### config.mk
export PLATFORM = sky130hd
export DESIGN_NAME = bmp_cmd_master
export DESIGN_NICKNAME = d
export VERILOG_FILES = /design/src/rtl/bmp_cmd_pkg.sv /design/src/rtl/bmp_cmd_fifo.sv /design/src/rtl/bmp_cmd_master.sv
export SDC_FILE = /design/constraint.sdc
export NUM_CORES = 1
export LEC_CHECK = 0
export ABC_AREA = 1
export CAP_MARGIN = 20
export CORE_UTILIZATION = 47
export CTS_BUF_LIST = sky130_fd_sc_hd__clkbuf_4 sky130_fd_sc_hd__clkbuf_8
export CTS_CLUSTER_SIZE = 25
export DETAILED_ROUTE_END_ITERATION = 8
export GPL_TIMING_DRIVEN = 0
export PLACE_DENSITY = 0.67
export SLEW_MARGIN = 25
export SYNTH_ARGS = -nofsm -noshare
export SYNTH_HDL_FRONTEND = slang
export SYNTH_SLANG_ARGS = --single-unit
### constraint.sdc
create_clock -name clk -period 5.4 [get_ports clk]
set_input_delay 1.08 -clock clk [delete_from_list [all_inputs] [get_ports clk]]
set_output_delay 1.08 -clock clk [all_outputs]
set_load 0.02 [all_outputs]
### src/rtl/bmp_cmd_pkg.sv
// Shared types and defaults for the bitmap/font placement command master.
// A command is one queued draw request; the FSM turns it into bus writes.
package bmp_cmd_pkg;

  localparam int          DEPTH_DEF     = 4;
  localparam logic [15:0] ADDR_X_DEF    = 16'hC008;
  localparam logic [15:0] ADDR_Y_DEF    = 16'hC009;
  localparam logic [15:0] ADDR_CTRL_DEF = 16'hC00A;
  localparam int          GAP_DEF       = 16;

  typedef enum logic [2:0] {
    ST_IDLE,
    ST_WR_X,
    ST_WR_Y,
    ST_WR_C,
    ST_HOLD
  } state_t;

  typedef struct packed {
    logic [9:0] x;
    logic [8:0] y;
    logic [5:0] idx;
    logic       img;
  } cmd_t;

  function automatic logic [15:0] pack_x(input cmd_t c);
    return {6'b0, c.x};
  endfunction

  function automatic logic [15:0] pack_y(input cmd_t c);
    return {7'b0, c.y};
  endfunction

  function automatic logic [15:0] pack_ctrl(input cmd_t c);
    return {9'b0, c.idx, c.img};
  endfunction

endpackage

### src/rtl/bmp_cmd_fifo.sv
// Synchronous FIFO of draw commands. Occupancy comes from an explicit count
// register; pointers wrap naturally because DEPTH is a power of two.
module bmp_cmd_fifo
  import bmp_cmd_pkg::*;
#(
  parameter int DEPTH = DEPTH_DEF
) (
  input  logic                     clk,
  input  logic                     rst,
  input  logic                     i_push,
  input  cmd_t                     i_data,
  input  logic                     i_pop,
  output cmd_t                     o_data,
  output logic                     o_full,
  output logic                     o_empty,
  output logic [$clog2(DEPTH):0]   o_count
);

  localparam int             AW       = $clog2(DEPTH);
  localparam logic [AW:0]    FULL_CNT = (AW + 1)'(DEPTH);

  cmd_t          r_mem [DEPTH];
  logic [AW-1:0] r_wr_ptr;
  logic [AW-1:0] r_rd_ptr;
  logic [AW:0]   r_count;
  logic          w_push_ok;
  logic          w_pop_ok;

  assign o_full    = (r_count == FULL_CNT);
  assign o_empty   = (r_count == '0);
  assign o_count   = r_count;
  assign o_data    = r_mem[r_rd_ptr];
  assign w_push_ok = i_push && !o_full;
  assign w_pop_ok  = i_pop && !o_empty;

  // NOTE: the storage array has no reset; an entry is never read before it
  // is written, and leaving it out keeps it a plain RAM.
  always_ff @(posedge clk) begin
    if (w_push_ok) r_mem[r_wr_ptr] <= i_data;
  end

  always_ff @(posedge clk or posedge rst) begin
    if (rst) begin
      r_wr_ptr <= '0;
      r_rd_ptr <= '0;
      r_count  <= '0;
    end else begin
      if (w_push_ok) r_wr_ptr <= r_wr_ptr + 1'b1;
      if (w_pop_ok)  r_rd_ptr <= r_rd_ptr + 1'b1;
      case ({w_push_ok, w_pop_ok})
        2'b10:   r_count <= r_count + 1'b1;
        2'b01:   r_count <= r_count - 1'b1;
        default: r_count <= r_count;
      endcase
    end
  end

endmodule

### src/rtl/bmp_cmd_master.sv
// Bus initiator for the bitmap/font placement peripheral: queues draw requests
// and emits X / Y / CTRL register writes, skipping X/Y writes the display holds.
module bmp_cmd_master
  import bmp_cmd_pkg::*;
#(
  parameter int          DEPTH     = DEPTH_DEF,
  parameter logic [15:0] ADDR_X    = ADDR_X_DEF,
  parameter logic [15:0] ADDR_Y    = ADDR_Y_DEF,
  parameter logic [15:0] ADDR_CTRL = ADDR_CTRL_DEF,
  parameter int          GAP       = GAP_DEF
) (
  input  logic                   clk,
  input  logic                   rst,
  input  logic                   req_vld,
  output logic                   req_rdy,
  input  logic [9:0]             req_x,
  input  logic [8:0]             req_y,
  input  logic [5:0]             req_idx,
  input  logic                   req_img,
  input  logic                   plc_busy,
  output logic                   bmp_sel,
  output logic [15:0]            addr,
  output logic [15:0]            databus,
  output logic                   busy,
  output logic [$clog2(DEPTH):0] fifo_cnt
);

  cmd_t        w_req;
  cmd_t        w_head;
  logic        w_full;
  logic        w_empty;
  logic        w_push;
  logic        w_hold_done;
  logic        w_launch;
  logic        w_y_needed;
  state_t      w_first;

  state_t      r_state;
  cmd_t        r_cmd;
  logic [9:0]  r_shadow_x;
  logic [8:0]  r_shadow_y;
  logic        r_shadow_vld;
  logic [15:0] r_gap_cnt;
  logic        r_bmp_sel;
  logic [15:0] r_addr;
  logic [15:0] r_databus;

  assign w_req  = '{x: req_x, y: req_y, idx: req_idx, img: req_img};
  assign w_push = req_vld && !w_full;

  bmp_cmd_fifo #(.DEPTH(DEPTH)) u_fifo (
    .clk     (clk),
    .rst     (rst),
    .i_push  (w_push),
    .i_data  (w_req),
    .i_pop   (w_launch),
    .o_data  (w_head),
    .o_full  (w_full),
    .o_empty (w_empty),
    .o_count (fifo_cnt)
  );

  // Leaving HOLD runs the IDLE dispatch in the same cycle, so a queued command
  // follows its predecessor after exactly GAP+1 quiet bus cycles.
  assign w_hold_done = (r_gap_cnt == '0) && !plc_busy;
  assign w_launch    = !w_empty &&
                       ((r_state == ST_IDLE) || ((r_state == ST_HOLD) && w_hold_done));
  assign w_y_needed  = !r_shadow_vld || (r_cmd.y != r_shadow_y);

  // NOTE: every always_comb output gets a default first so no latch is inferred.
  always_comb begin
    w_first = ST_WR_C;
    if (!r_shadow_vld || (w_head.x != r_shadow_x)) begin
      w_first = ST_WR_X;
    end else if (w_head.y != r_shadow_y) begin
      w_first = ST_WR_Y;
    end
  end

  // NOTE: sequential state uses non-blocking assignments only, so every
  // register samples the pre-edge value of every other register.
  always_ff @(posedge clk or posedge rst) begin
    if (rst) begin
      r_state      <= ST_IDLE;
      r_cmd        <= '0;
      r_shadow_x   <= '0;
      r_shadow_y   <= '0;
      r_shadow_vld <= 1'b0;
      r_gap_cnt    <= '0;
      r_bmp_sel    <= 1'b0;
      r_addr       <= '0;
      r_databus    <= '0;
    end else begin
      r_bmp_sel <= 1'b0;
      r_addr    <= '0;
      r_databus <= '0;
      if (w_launch) begin
        r_cmd   <= w_head;
        r_state <= w_first;
      end else begin
        case (r_state)
          ST_IDLE: r_state <= ST_IDLE;
          ST_WR_X: begin
            r_bmp_sel  <= 1'b1;
            r_addr     <= ADDR_X;
            r_databus  <= pack_x(r_cmd);
            r_shadow_x <= r_cmd.x;
            r_state    <= w_y_needed ? ST_WR_Y : ST_WR_C;
          end
          ST_WR_Y: begin
            r_bmp_sel  <= 1'b1;
            r_addr     <= ADDR_Y;
            r_databus  <= pack_y(r_cmd);
            r_shadow_y <= r_cmd.y;
            r_state    <= ST_WR_C;
          end
          ST_WR_C: begin
            r_bmp_sel    <= 1'b1;
            r_addr       <= ADDR_CTRL;
            r_databus    <= pack_ctrl(r_cmd);
            r_shadow_vld <= 1'b1;
            r_gap_cnt    <= 16'(GAP);
            r_state      <= ST_HOLD;
          end
          ST_HOLD: begin
            if (w_hold_done) begin
              r_state <= ST_IDLE;
            end else if (r_gap_cnt != '0) begin
              r_gap_cnt <= r_gap_cnt - 1'b1;
            end
          end
          default: r_state <= ST_IDLE;
        endcase
      end
    end
  end

  assign req_rdy = !w_full;
  assign bmp_sel = r_bmp_sel;
  assign addr    = r_addr;
  assign databus = r_databus;
  assign busy    = (r_state != ST_IDLE) || !w_empty;

endmodule

Word-level counts from Yosys, hierarchy flattened
Memory sizes are Yosys's and may differ from the RTL's. Index checks and enable logic that the tools add are counted.

Output and inout port bits: 38. Memories: 1. RAM bits: 104. Flip-flop bits (word level): 105.

Memories: u_fifo.r_mem (words 4, bits a word 26, read ports 1, clocked after Yosys merged registers in 0, wr ports 1, line bmp_cmd_fifo.sv:22) `cmd_t r_mem [DEPTH];`.

Multiplexer cells: 18. Add/sub/neg operators: 5. Equal/unequal tests: 13. Reduce and logical (&&, ||, !) cells: 26. Bitwise logic cells: 1.

Operators with widths (number): 2-to-1 mux 16 bit (3); case mux 16 bit (3 select lines) (1); case mux 16 bit (2 select lines) (1); case mux 10 bit (3 select lines) (1); != test 9 bit (2); logical NOT 16 bit (1); nonzero test 16 bit (1); subtractor 16 x 1 -> 16 bit, second input constant (1); case mux 3 bit (4 select lines) (1); 2-to-1 mux 10 bit (1); != test 10 bit (1); == test 3 x 2 -> 1 bit, second input constant (2); == test 3 bit, second input constant (2); logical AND 1 bit (6); logical NOT 3 bit (2); 2-to-1 mux 1 bit (6); 2-to-1 mux 3 bit (2); case mux 3 bit (2 select lines) (1); AND reduction 2 bit (3); adder 2 x 1 -> 2 bit, second input constant (2); logical NOT 1 bit (4); logical OR 1 bit (4); AND reduction 4 bit (1); nonzero test 2 bit (2); other kinds (12) (12).

Depth between registers and ports, before layout
Word-level depth: 8. Mapped depth: 17. Mapped depth without buffers: 16.

Hierarchy
A second synthesis with hierarchy kept.

Cells, all modules: 889. Area total of the unflattened synthesis: 8871.0 um2.

By module, submodules not included: bmp_cmd_fifo (sequential area each 3298.2 um2, area an instance 4894.7 um2, cells an instance 365, times used 1); bmp_cmd_master (sequential area each 1951.9 um2, area an instance 3976.3 um2, cells an instance 524, times used 1).

Worst setup path before layout
Ideal clock, no wire load.

Kind: input-to-reg. Start: input req_vld. End: memory u_fifo.r_mem[0][0] in the netlist's numbering (enable). Path slack: 2.616 ns. Cell stages on the path: 2. Arrival: 2.375 ns. Data required time: 4.991 ns. Cell sequence: nand2_1 > nor2_1.

Longest elaborated chain between the ends: 4.

RTL lines: start, declared (line bmp_cmd_master.sv:14) `input logic req_vld,`; logical AND 1 bit (line bmp_cmd_master.sv:49) `assign w_push = req_vld && !w_full;`; logical AND 1 bit (line bmp_cmd_fifo.sv:33) `assign w_push_ok = i_push && !o_full;`; 2-to-1 mux 1 bit (line bmp_cmd_fifo.sv:39) `if (w_push_ok) r_mem[r_wr_ptr] <= i_data;`; 2-to-1 mux 1 bit (not written as such) (line bmp_cmd_fifo.sv:39); end, declared (line bmp_cmd_fifo.sv:22).

No other way between the ends.

Final worst setup path
Start: register u_fifo.r_count[1] (netlist: u_fifo.o_count[1]). End: output busy.

Longest elaborated chain between the ends: 3.

RTL lines: start, declared (line bmp_cmd_fifo.sv:25) `logic [AW:0] r_count;`; start signal, assigned (line bmp_cmd_fifo.sv:51) `2'b10: r_count <= r_count + 1'b1;`; start signal, assigned (line bmp_cmd_fifo.sv:52) `2'b01: r_count <= r_count - 1'b1;`; start signal, assigned (line bmp_cmd_fifo.sv:53) `default: r_count <= r_count;`; logical NOT 3 bit (line bmp_cmd_fifo.sv:30) `assign o_empty = (r_count == '0);`; logical NOT 1 bit (line bmp_cmd_master.sv:142) `assign busy = (r_state != ST_IDLE) || !w_empty;`; logical OR 1 bit (line bmp_cmd_master.sv:142); end, declared (line bmp_cmd_master.sv:24) `output logic busy,`.

No other way between the ends.

==> run metrics <==
CP endpoint kind output pin; CP arrival 2030 ps; synth warn 0; critical path data required time 4320 ps; Die X 134 um; fillcell total 1439; drt pass-1 iters 5; Placed Area 9150 um^2; post-synth top area share 38.3%; routed vias 5596; # setup viols final 0; Layout Skew 14.2 ps; Num CTS Buffers 17; fin crit period 3110 ps; GP Congestion 0.849; #FFs+latches synth 189; antenna violations before repair 0; die area 17900 um^2; Iter 0 DRT Violations 493; Slew Viols, Final 0; Post-CTS Setup Bufs 0; hpwl dp 12200 um; # rows 47; clock slew at reported path FFs 100 ps; average wire per standard cell 15.6 um; die height 134 um; status completed; H-tree Lvls 4; GRT overflow 0; number of remaining DRC errors 0; Clk Latency, worst-skew pair 470 ps; ANT nets after route 0; R2R Setup Slk 2750 ps; startpoint types flip-flop; Post-Syn Area 8150 um^2; I/O pins 68; post-layout util 57.4%; Synth cell types 41; clock sinks 189; Cells after Synth 791; final layout net count 919; worst min path class reg -> reg; final worst path period share 57.6%; Slew headroom 61.2%; PD cells 583 nW/um^2; # diodes 0; worst vdd ir 0.000314 V; Via density 5.02; post-synth top area cell edfxtp_1; CTS tree done; largest net degree at the start of global routing 71; setup tns final 0 ps; leakage 4.10 nW; Syn Area/Cell 10.3 um^2; Layout area overhead 17.9%; clk buf depth 2; share of layout cells above drive strength 1 11.6%; Root Driver clkbuf_8; final instance area 9610 um^2; vias in the first global route 5217; post-CTS sizing 0; I/O Buffers 50; sequential area share after synthesis 64.4%; commonest cells after routing, fill and taps aside nand2_1 (218), edfxtp_1 (104), dfrtp_1 (85), nor2_1 (75), nand3_1 (74); RSZ-0062 raised after global routing no; Total GRT Usage 21.1%; CORE AREA 16800 um^2; Least-Margin Pin Slew 581 ps; crit path max fanout 4; final hold violation count 0; fmax 321 MHz; most area-consuming cells after synthesis edfxtp_1 (38%), dfrtp_1 (26%), nand2_1 (10%); leading cell type in the layout, fill and taps excluded nand2_1; Setup CP Type reg -> out; Post-CTS Hold Fix Bufs 0; first-pass GRT wire length 28000 um; Routed Wire Length 17400 um; Initial Utilization 48.6%; max_cap viols 0
cell usage after synthesis:
cell	number
nor2_2	7
fa_1	1
o22ai_1	1
inv_4	1
or2_2	2
buf_4	25
inv_6	1
nor3b_1	2
nand3_1	74
buf_6	10
nand3b_1	2
conb_1	1
o21bai_1	1
xnor2_1	3
o21a_1	1
buf_2	4
o21ai_0	48
nor4_1	1
buf_1	1
ha_1	7
nand4_1	1
nand3_2	1
edfxtp_1	104
nand2_1	218
o31ai_1	1
o31ai_2	1
nor3_2	1
inv_1	47
dfrtp_1	85
inv_2	2
nor2_1	79
a21oi_1	9
clkbuf_1	6
or2_0	1
clkinv_2	1
xor2_1	11
nand2_2	3
nor3_1	6
nor2_4	3
a31oi_1	7
o21ai_1	11
logic make-up after synthesis:
group           synth area share, %
xor+xnor                       1.50
buf+inv                        6.75
flops                          64.4
fa+ha+maj                      1.32
compound gates                 5.22
other cells                  0.0460
simple gates                   20.8
layout make-up:
| cell class | instances | area, um^2 | share of cell area, % |
|---|---|---|---|
| plain buffers | 46 | 347 | 3.60 |
| clock buffers | 17 | 234 | 2.43 |
| clock inverters | 15 | 226 | 2.36 |
| inverters | 52 | 209 | 2.17 |
| multi-input cells | 520 | 2440 | 25.4 |
| flip-flops and latches | 189 | 5250 | 54.6 |
| well taps | 220 | 275 | 2.86 |
| repair buffers | 55 | 631 | 6.56 |
per-stage QoR:
step / hold slack (ps) / setup WS, ps / total power [mW] / cells
2_1_floorplan: 446 / 2130 / 3.80 / 807
3_3_place_gp: 467 / 680 / 4.49 / 1077
3_5_place_dp: 462 / 2130 / 4.61 / 1082
4_1_cts: 479 / 2250 / 5.64 / 1114
5_1_grt: 491 / 2180 / 6.01 / 1114
6_report: 472 / 2290 / 5.61 / 1114
critical path, stage by stage, from the launching register on:
cell and delay [ps]:
dfrtp_1 420, nor3_1 440, nand3_1 140, clkdlybuf4s50_1 570
metal layers:
layer  GRT usage (%)  part of all wire [%]  vias up
met3            4.30                   4.3       13
met1            29.2                    45     2677
met5               0                     0        -
met2            34.1                    49      136
met4            5.05                  0.96        0
li1                -                     -     2770
power breakdown:
| part | switching [mW] | total, mW | internal (mW) | leakage [nW] |
|---|---|---|---|---|
| registers | 0.225 | 2.20 | 1.97 | 2.02 |
| logic | 1.52 | 2.37 | 0.856 | 1.85 |
| clock network | 0.549 | 1.04 | 0.486 | 0.227 |
| total | 2.29 | 5.61 | 3.32 | 4.10 |
registers in the layout, indices dropped and copies added (netlist names):
| name | flops |
|---|---|
| r_shadow_vld | 1 |
| r_shadow_y | 9 |
| databus | 10 |
| addr | 3 |
| u_fifo.r_mem | 104 |
| u_fifo.o_count | 3 |
| u_fifo.r_wr_ptr | 2 |
| r_shadow_x | 10 |
| r_state | 3 |
| r_cmd | 26 |
| u_fifo.r_rd_ptr | 2 |
| r_gap_cnt | 16 |
final timing paths:
path	depth (start not counted)	endpoint	startpoint
worst max-delay path	3	busy	u_fifo.o_count[1]
worst max register to register	17	u_fifo.o_count[2]	r_gap_cnt[0]
max in group asynchronous	3	r_gap_cnt[10]	rst
min in group asynchronous	2	r_gap_cnt[14]	rst
worst min register to register	1	addr[14]	r_state[2]
worst min-delay path	1	addr[14]	r_state[2]
(Power assumes the default switching activity.)
